$ cat config.mk
export PLATFORM = sky130hd
export DESIGN_NAME = int_alu_rs
export DESIGN_NICKNAME = d
export VERILOG_FILES = /design/src/rtl/int_alu_rs.sv
export SDC_FILE = /design/constraint.sdc
export NUM_CORES = 2
export LEC_CHECK = 0
export CORE_MARGIN = 1
export CORE_UTILIZATION = 62
export CTS_CLUSTER_DIAMETER = 120
export DETAILED_ROUTE_END_ITERATION = 6
export PLACE_DENSITY = 0.86
export SLEW_MARGIN = 40
export SYNTH_ARGS = -nofsm -noshare
export SYNTH_HDL_FRONTEND = slang
export SYNTH_SLANG_ARGS = --single-unit
$ cat constraint.sdc
create_clock -name clk -period 25.3 [get_ports clk]
set_input_delay 5.06 -clock clk [delete_from_list [all_inputs] [get_ports clk]]
set_output_delay 5.06 -clock clk [all_outputs]
set_load 0.03 [all_outputs]
$ cat src/rtl/int_alu_rs.sv
// Integer ALU reservation station.
// Holds up to RS_DEPTH dispatched ALU ops, wakes their operands from the CDB,
// and issues the lowest-index ready entry each cycle to a registered ex1 stage.
// Ports:
//   clk, rst                 clock, asynchronous active-high reset
//   flush                    discard all entries and the pending issue
//   disp_*_rn                dispatch handshake and payload from rename
//   cdb_val/robid/data       result broadcast used for operand wakeup
//   alu_val_ex1, rs1_ex1,
//   rs2_ex1, alu_ctrl_ex1,
//   robid_ex1                registered issue to the integer ALU
module int_alu_rs #(
  parameter int unsigned DATA_LEN       = 32,
  parameter int unsigned ROB_SIZE_CLOG  = 5,
  parameter int unsigned ALU_CTRL_WIDTH = 4,
  parameter int unsigned RS_DEPTH       = 4
) (
  input  logic                      clk,
  input  logic                      rst,
  input  logic                      flush,
  input  logic                      disp_val_rn,
  output logic                      disp_rdy_rn,
  input  logic [ALU_CTRL_WIDTH-1:0] disp_alu_ctrl_rn,
  input  logic [ROB_SIZE_CLOG-1:0]  disp_robid_rn,
  input  logic                      disp_rs1_rdy_rn,
  input  logic                      disp_rs2_rdy_rn,
  input  logic [DATA_LEN-1:0]       disp_rs1_data_rn,
  input  logic [DATA_LEN-1:0]       disp_rs2_data_rn,
  input  logic [ROB_SIZE_CLOG-1:0]  disp_rs1_tag_rn,
  input  logic [ROB_SIZE_CLOG-1:0]  disp_rs2_tag_rn,
  input  logic                      cdb_val,
  input  logic [ROB_SIZE_CLOG-1:0]  cdb_robid,
  input  logic [DATA_LEN-1:0]       cdb_data,
  output logic                      alu_val_ex1,
  output logic [DATA_LEN-1:0]       rs1_ex1,
  output logic [DATA_LEN-1:0]       rs2_ex1,
  output logic [ALU_CTRL_WIDTH-1:0] alu_ctrl_ex1,
  output logic [ROB_SIZE_CLOG-1:0]  robid_ex1
);

  localparam int unsigned IDX_W = (RS_DEPTH > 1) ? $clog2(RS_DEPTH) : 1;

  // Entry storage
  logic [RS_DEPTH-1:0]       valid_q;
  logic [RS_DEPTH-1:0]       rs1_rdy_q;
  logic [RS_DEPTH-1:0]       rs2_rdy_q;
  logic [ALU_CTRL_WIDTH-1:0] ctrl_q     [RS_DEPTH];
  logic [ROB_SIZE_CLOG-1:0]  robid_q    [RS_DEPTH];
  logic [ROB_SIZE_CLOG-1:0]  rs1_tag_q  [RS_DEPTH];
  logic [ROB_SIZE_CLOG-1:0]  rs2_tag_q  [RS_DEPTH];
  logic [DATA_LEN-1:0]       rs1_data_q [RS_DEPTH];
  logic [DATA_LEN-1:0]       rs2_data_q [RS_DEPTH];

  logic [IDX_W-1:0] free_idx;
  logic [IDX_W-1:0] sel_idx;
  logic             sel_found;
  logic             disp_fire;
  logic             rs1_byp;
  logic             rs2_byp;

  // A slot being issued this cycle still counts as occupied.
  assign disp_rdy_rn = ~(&valid_q);
  assign disp_fire   = disp_val_rn & disp_rdy_rn & ~flush;

  // Dispatch-time bypass of a result broadcast in the same cycle
  assign rs1_byp = ~disp_rs1_rdy_rn & cdb_val & (disp_rs1_tag_rn == cdb_robid);
  assign rs2_byp = ~disp_rs2_rdy_rn & cdb_val & (disp_rs2_tag_rn == cdb_robid);

  // Lowest-index free slot and lowest-index eligible slot; downward scan so the lowest wins
  always_comb begin
    free_idx  = '0;
    sel_idx   = '0;
    sel_found = 1'b0;
    for (int i = RS_DEPTH - 1; i >= 0; i--) begin
      if (!valid_q[i]) begin
        free_idx = IDX_W'(i);
      end
      if (valid_q[i] && rs1_rdy_q[i] && rs2_rdy_q[i]) begin
        sel_idx   = IDX_W'(i);
        sel_found = 1'b1;
      end
    end
  end

  // Entry update, wakeup and issue register
  always_ff @(posedge clk or posedge rst) begin
    if (rst) begin
      valid_q      <= '0;
      rs1_rdy_q    <= '0;
      rs2_rdy_q    <= '0;
      alu_val_ex1  <= 1'b0;
      rs1_ex1      <= '0;
      rs2_ex1      <= '0;
      alu_ctrl_ex1 <= '0;
      robid_ex1    <= '0;
      for (int i = 0; i < RS_DEPTH; i++) begin
        ctrl_q[i]     <= '0;
        robid_q[i]    <= '0;
        rs1_tag_q[i]  <= '0;
        rs2_tag_q[i]  <= '0;
        rs1_data_q[i] <= '0;
        rs2_data_q[i] <= '0;
      end
    end else if (flush) begin
      valid_q     <= '0;
      alu_val_ex1 <= 1'b0;
    end else begin
      alu_val_ex1 <= sel_found;
      if (sel_found) begin
        rs1_ex1           <= rs1_data_q[sel_idx];
        rs2_ex1           <= rs2_data_q[sel_idx];
        alu_ctrl_ex1      <= ctrl_q[sel_idx];
        robid_ex1         <= robid_q[sel_idx];
        valid_q[sel_idx]  <= 1'b0;
      end

      // Wakeup of waiting operands in resident entries
      for (int i = 0; i < RS_DEPTH; i++) begin
        if (valid_q[i] && cdb_val) begin
          if (!rs1_rdy_q[i] && (rs1_tag_q[i] == cdb_robid)) begin
            rs1_rdy_q[i]  <= 1'b1;
            rs1_data_q[i] <= cdb_data;
          end
          if (!rs2_rdy_q[i] && (rs2_tag_q[i] == cdb_robid)) begin
            rs2_rdy_q[i]  <= 1'b1;
            rs2_data_q[i] <= cdb_data;
          end
        end
      end

      // Dispatch only targets a free slot, so it never collides with issue or wakeup
      if (disp_fire) begin
        valid_q[free_idx]    <= 1'b1;
        ctrl_q[free_idx]     <= disp_alu_ctrl_rn;
        robid_q[free_idx]    <= disp_robid_rn;
        rs1_tag_q[free_idx]  <= disp_rs1_tag_rn;
        rs2_tag_q[free_idx]  <= disp_rs2_tag_rn;
        rs1_rdy_q[free_idx]  <= disp_rs1_rdy_rn | rs1_byp;
        rs2_rdy_q[free_idx]  <= disp_rs2_rdy_rn | rs2_byp;
        rs1_data_q[free_idx] <= rs1_byp ? cdb_data : disp_rs1_data_rn;
        rs2_data_q[free_idx] <= rs2_byp ? cdb_data : disp_rs2_data_rn;
      end
    end
  end

endmodule

==> reports/metrics.cfg <==
[global_route]
grt_max_degree=151
antenna_found_initial=2
grt_pass1_vias=18751
grt_overflow=0
grt_pass1_wl_um=103000
grt_util_all_layers_pct=38.9

[status]
outcome=completed

[clocking]
ctsLongestPathBuffers=3
clock-root-buffer=clkbuf_16
post_cts_resized=0
cts_tree=yes
clock_sinks=418
htreeDepth=2
cts_setup_buffers=0
cts_buffers=45
cts_hold_buffers=0
clock_latency_ns=0.55
path_clk_slew_ns=0.06

[cells_and_area]
layout-drive-gt1-share_pct=13.1
stdcell_area_mm2=0.0246
area_delta_synth_final_pct=19.5
final_nets=2320

[yosys]
yosys_warnings=0
netlist_instances=2118
syn_area_per_cell_um2=9.71
synth_cell_types=43
synth_top_area_share_pct=50.9
synthTopCellsByCount=dfrtp_1 (418), nand2_1 (259), nor2_1 (224)
synth.ff_latch_count=418
ys_async_sr_fraction_pct=100
synth.area.top_cells=dfrtp_1 (51%), o221a_2 (5.3%), nand2_1 (4.7%), nor2_1 (4.1%), o21a_1 (3.5%)
synth_ff_type=dfrtp_1
yosysTopAreaCell=dfrtp_1
synth-seq-area-share_pct=50.9
synth_edf_count=0
synth_area_mm2=0.0206
synth_nets=2245
synth.most_common_cell=dfrtp_1

[power]
power_density_mw_per_mm2=89.9
seqPwrFrac_pct=43.6
leakage_nw=9.74
p_sw_w=0.000708
p_int_w=0.00150
p_comb_share_pct=27.7
p_clk_share_pct=28.7
irDropWorstVdd_v=0.0000748
swShare_pct=32.1

[critical_path]
crit_family=buffers and inverters
cp_max_fo=21
cp.required_ns=25.71
worstSetupPathType=primary input to flop
critPathSlowestCell=clkdlybuf4s50_1
r2r_slack_ns=21.61
crit_buf_inv=2
path_cells=clkdlybuf4s50_1, xnor2_1, nand4_1, nor2_1, a21oi_4, buf_4, o221a_2
r2r_start=valid_q[0]
cp-end-kind=flop
critPathArrivalTime_ns=8.29
startpoint_type=primary input
max_stage_delay_ns=0.88
crit_path_start=cdb_robid[0]

[floorplan]
rows=66
die_x_um=184
io_pins=202
fp.coreArea_mm2=0.0326
initial_utilization_pct=63.0
fp.dieArea_mm2=0.0339
die_h_um=184

[place]
dp_hpwl_um=39100
port_buffers=201
dpl-instance-area_mm2=0.0232
gp_congestion=0.876

[timing]
max_clock_freq_mhz=127
worst_slew_pin_slew_ns=0.792
finalCriticalPeriod_ns=7.87
slew_headroom_pct=47.2
setup_viol=0
fin_skew_ns=0.0206
maxSlewViolCount=0
hold_viol=0
fin_crit_sh_pct=31.1
rsz0062_at_grt=no
fin_setup_tns_ns=0

[run]
drv_cap=0

[worst_hold_path]
min_from=robid_q[12]
hold_path.class=flop to flop

[route]
drt-pass1-iter-count=6
dr.first_iter.drc_count=3071
vias=18787
wl_um=65200
vias_per_cell=7.05
ant_nets=0
routedWlPerCell_um=24.5
drcViolationCount=0

-- registers in the layout, summed over array words and instances, names as in the netlist, 4 cells and up --
signal / count
rs1_ex1: 32
rs1_rdy_q: 4
alu_ctrl_ex1: 4
valid_q: 4
rs2_data_q: 128
rs2_tag_q: 20
robid_q: 20
rs2_ex1: 32
ctrl_q: 16
rs1_data_q: 128
robid_ex1: 5
rs2_rdy_q: 4
rs1_tag_q: 20
-- through the flow --
step	instances	utilization [%]	power, W	hold slack [ns]	worst slack [ns]
3_5_place_dp	2588	71.0	0.00157	0.465	16.92
5_1_grt	2665	75.3	0.00229	0.495	17.31
6_report	2666	75.3	0.00221	0.479	17.43
4_1_cts	2663	75.3	0.00220	0.479	17.46
3_3_place_gp	2566	69.6	0.00154	0.456	16.89
2_1_floorplan	2118	-	0.00132	0.445	8.61
-- path summary, 6_finish.rpt --
| kind | to | cells after the start |
|---|---|---|
| max reg2reg | rs1_ex1[28] | 8 |
| max in group asynchronous | rs1_data_q[126] | 5 |
| max | rs1_data_q[112] | 7 |
| min | robid_q[12] | 2 |
| min reg2reg | robid_q[12] | 2 |
| min in group asynchronous | rs1_ex1[26] | 2 |
-- power by group through the flow --
stage	logic [W]	registers [W]	clock network (W)
final	0.000612	0.000961	0.000633
after global routing	0.000655	0.000975	0.000657
after CTS	0.000610	0.000955	0.000632
after detailed placement	0.000607	0.000962	0
after global placement	0.000583	0.000955	0
after floorplan	0.000275	0.00105	0
-- worst min-delay path: stages, from the launching register on --
cell and delay (ns):
dfrtp_1 0.34, nand2_1 0.05, nand2_1 0.06
-- routing by layer --
layer | track usage [%] | wire [um] | part of all wire (%) | up-vias
met5 | 0 | 8 | 0.012 | -
met4 | 21.5 | 3380 | 5.2 | 2
met3 | 7.21 | 7440 | 11 | 269
met2 | 60.0 | 29800 | 46 | 1445
met1 | 52.1 | 24600 | 38 | 9257
li1 | - | - | - | 7814
-- area by class of cell --
class | count | area, um2
sequential | 418 | 10500
multi-input combinational | 1474 | 9490
fill | 2163 | 8060
timing repair buffer | 247 | 2630
clock buffer | 70 | 1330
tap | 442 | 553
clock inverter | 5 | 50.0
inverter | 7 | 42.5
antenna | 3 | 7.51
-- cells by family after synthesis --
kind of cell,count (synthesis),synth area share (%)
flip-flops,418,50.9
AND/OR/NAND/NOR,736,15.9
multiplexers,52,2.65
AO/OA/AOI/OAI,639,24.2
XOR/XNOR,47,2.00
buffers and inverters,226,4.31
-- cells in the final DEF (no fill, tap or decap), drive strengths merged, types with 67 or more instances in the layout --
cell type / instances
clkbuf: 71
nand2: 259
nand2b: 67
dfrtp: 418
nand3: 78
clkdlybuf4s50: 200
o221a: 96
o21a: 96
nor2: 224
a21oi: 117
o22ai: 105
a22oi: 73
No activity file was read; power rests on OpenSTA's default activity.
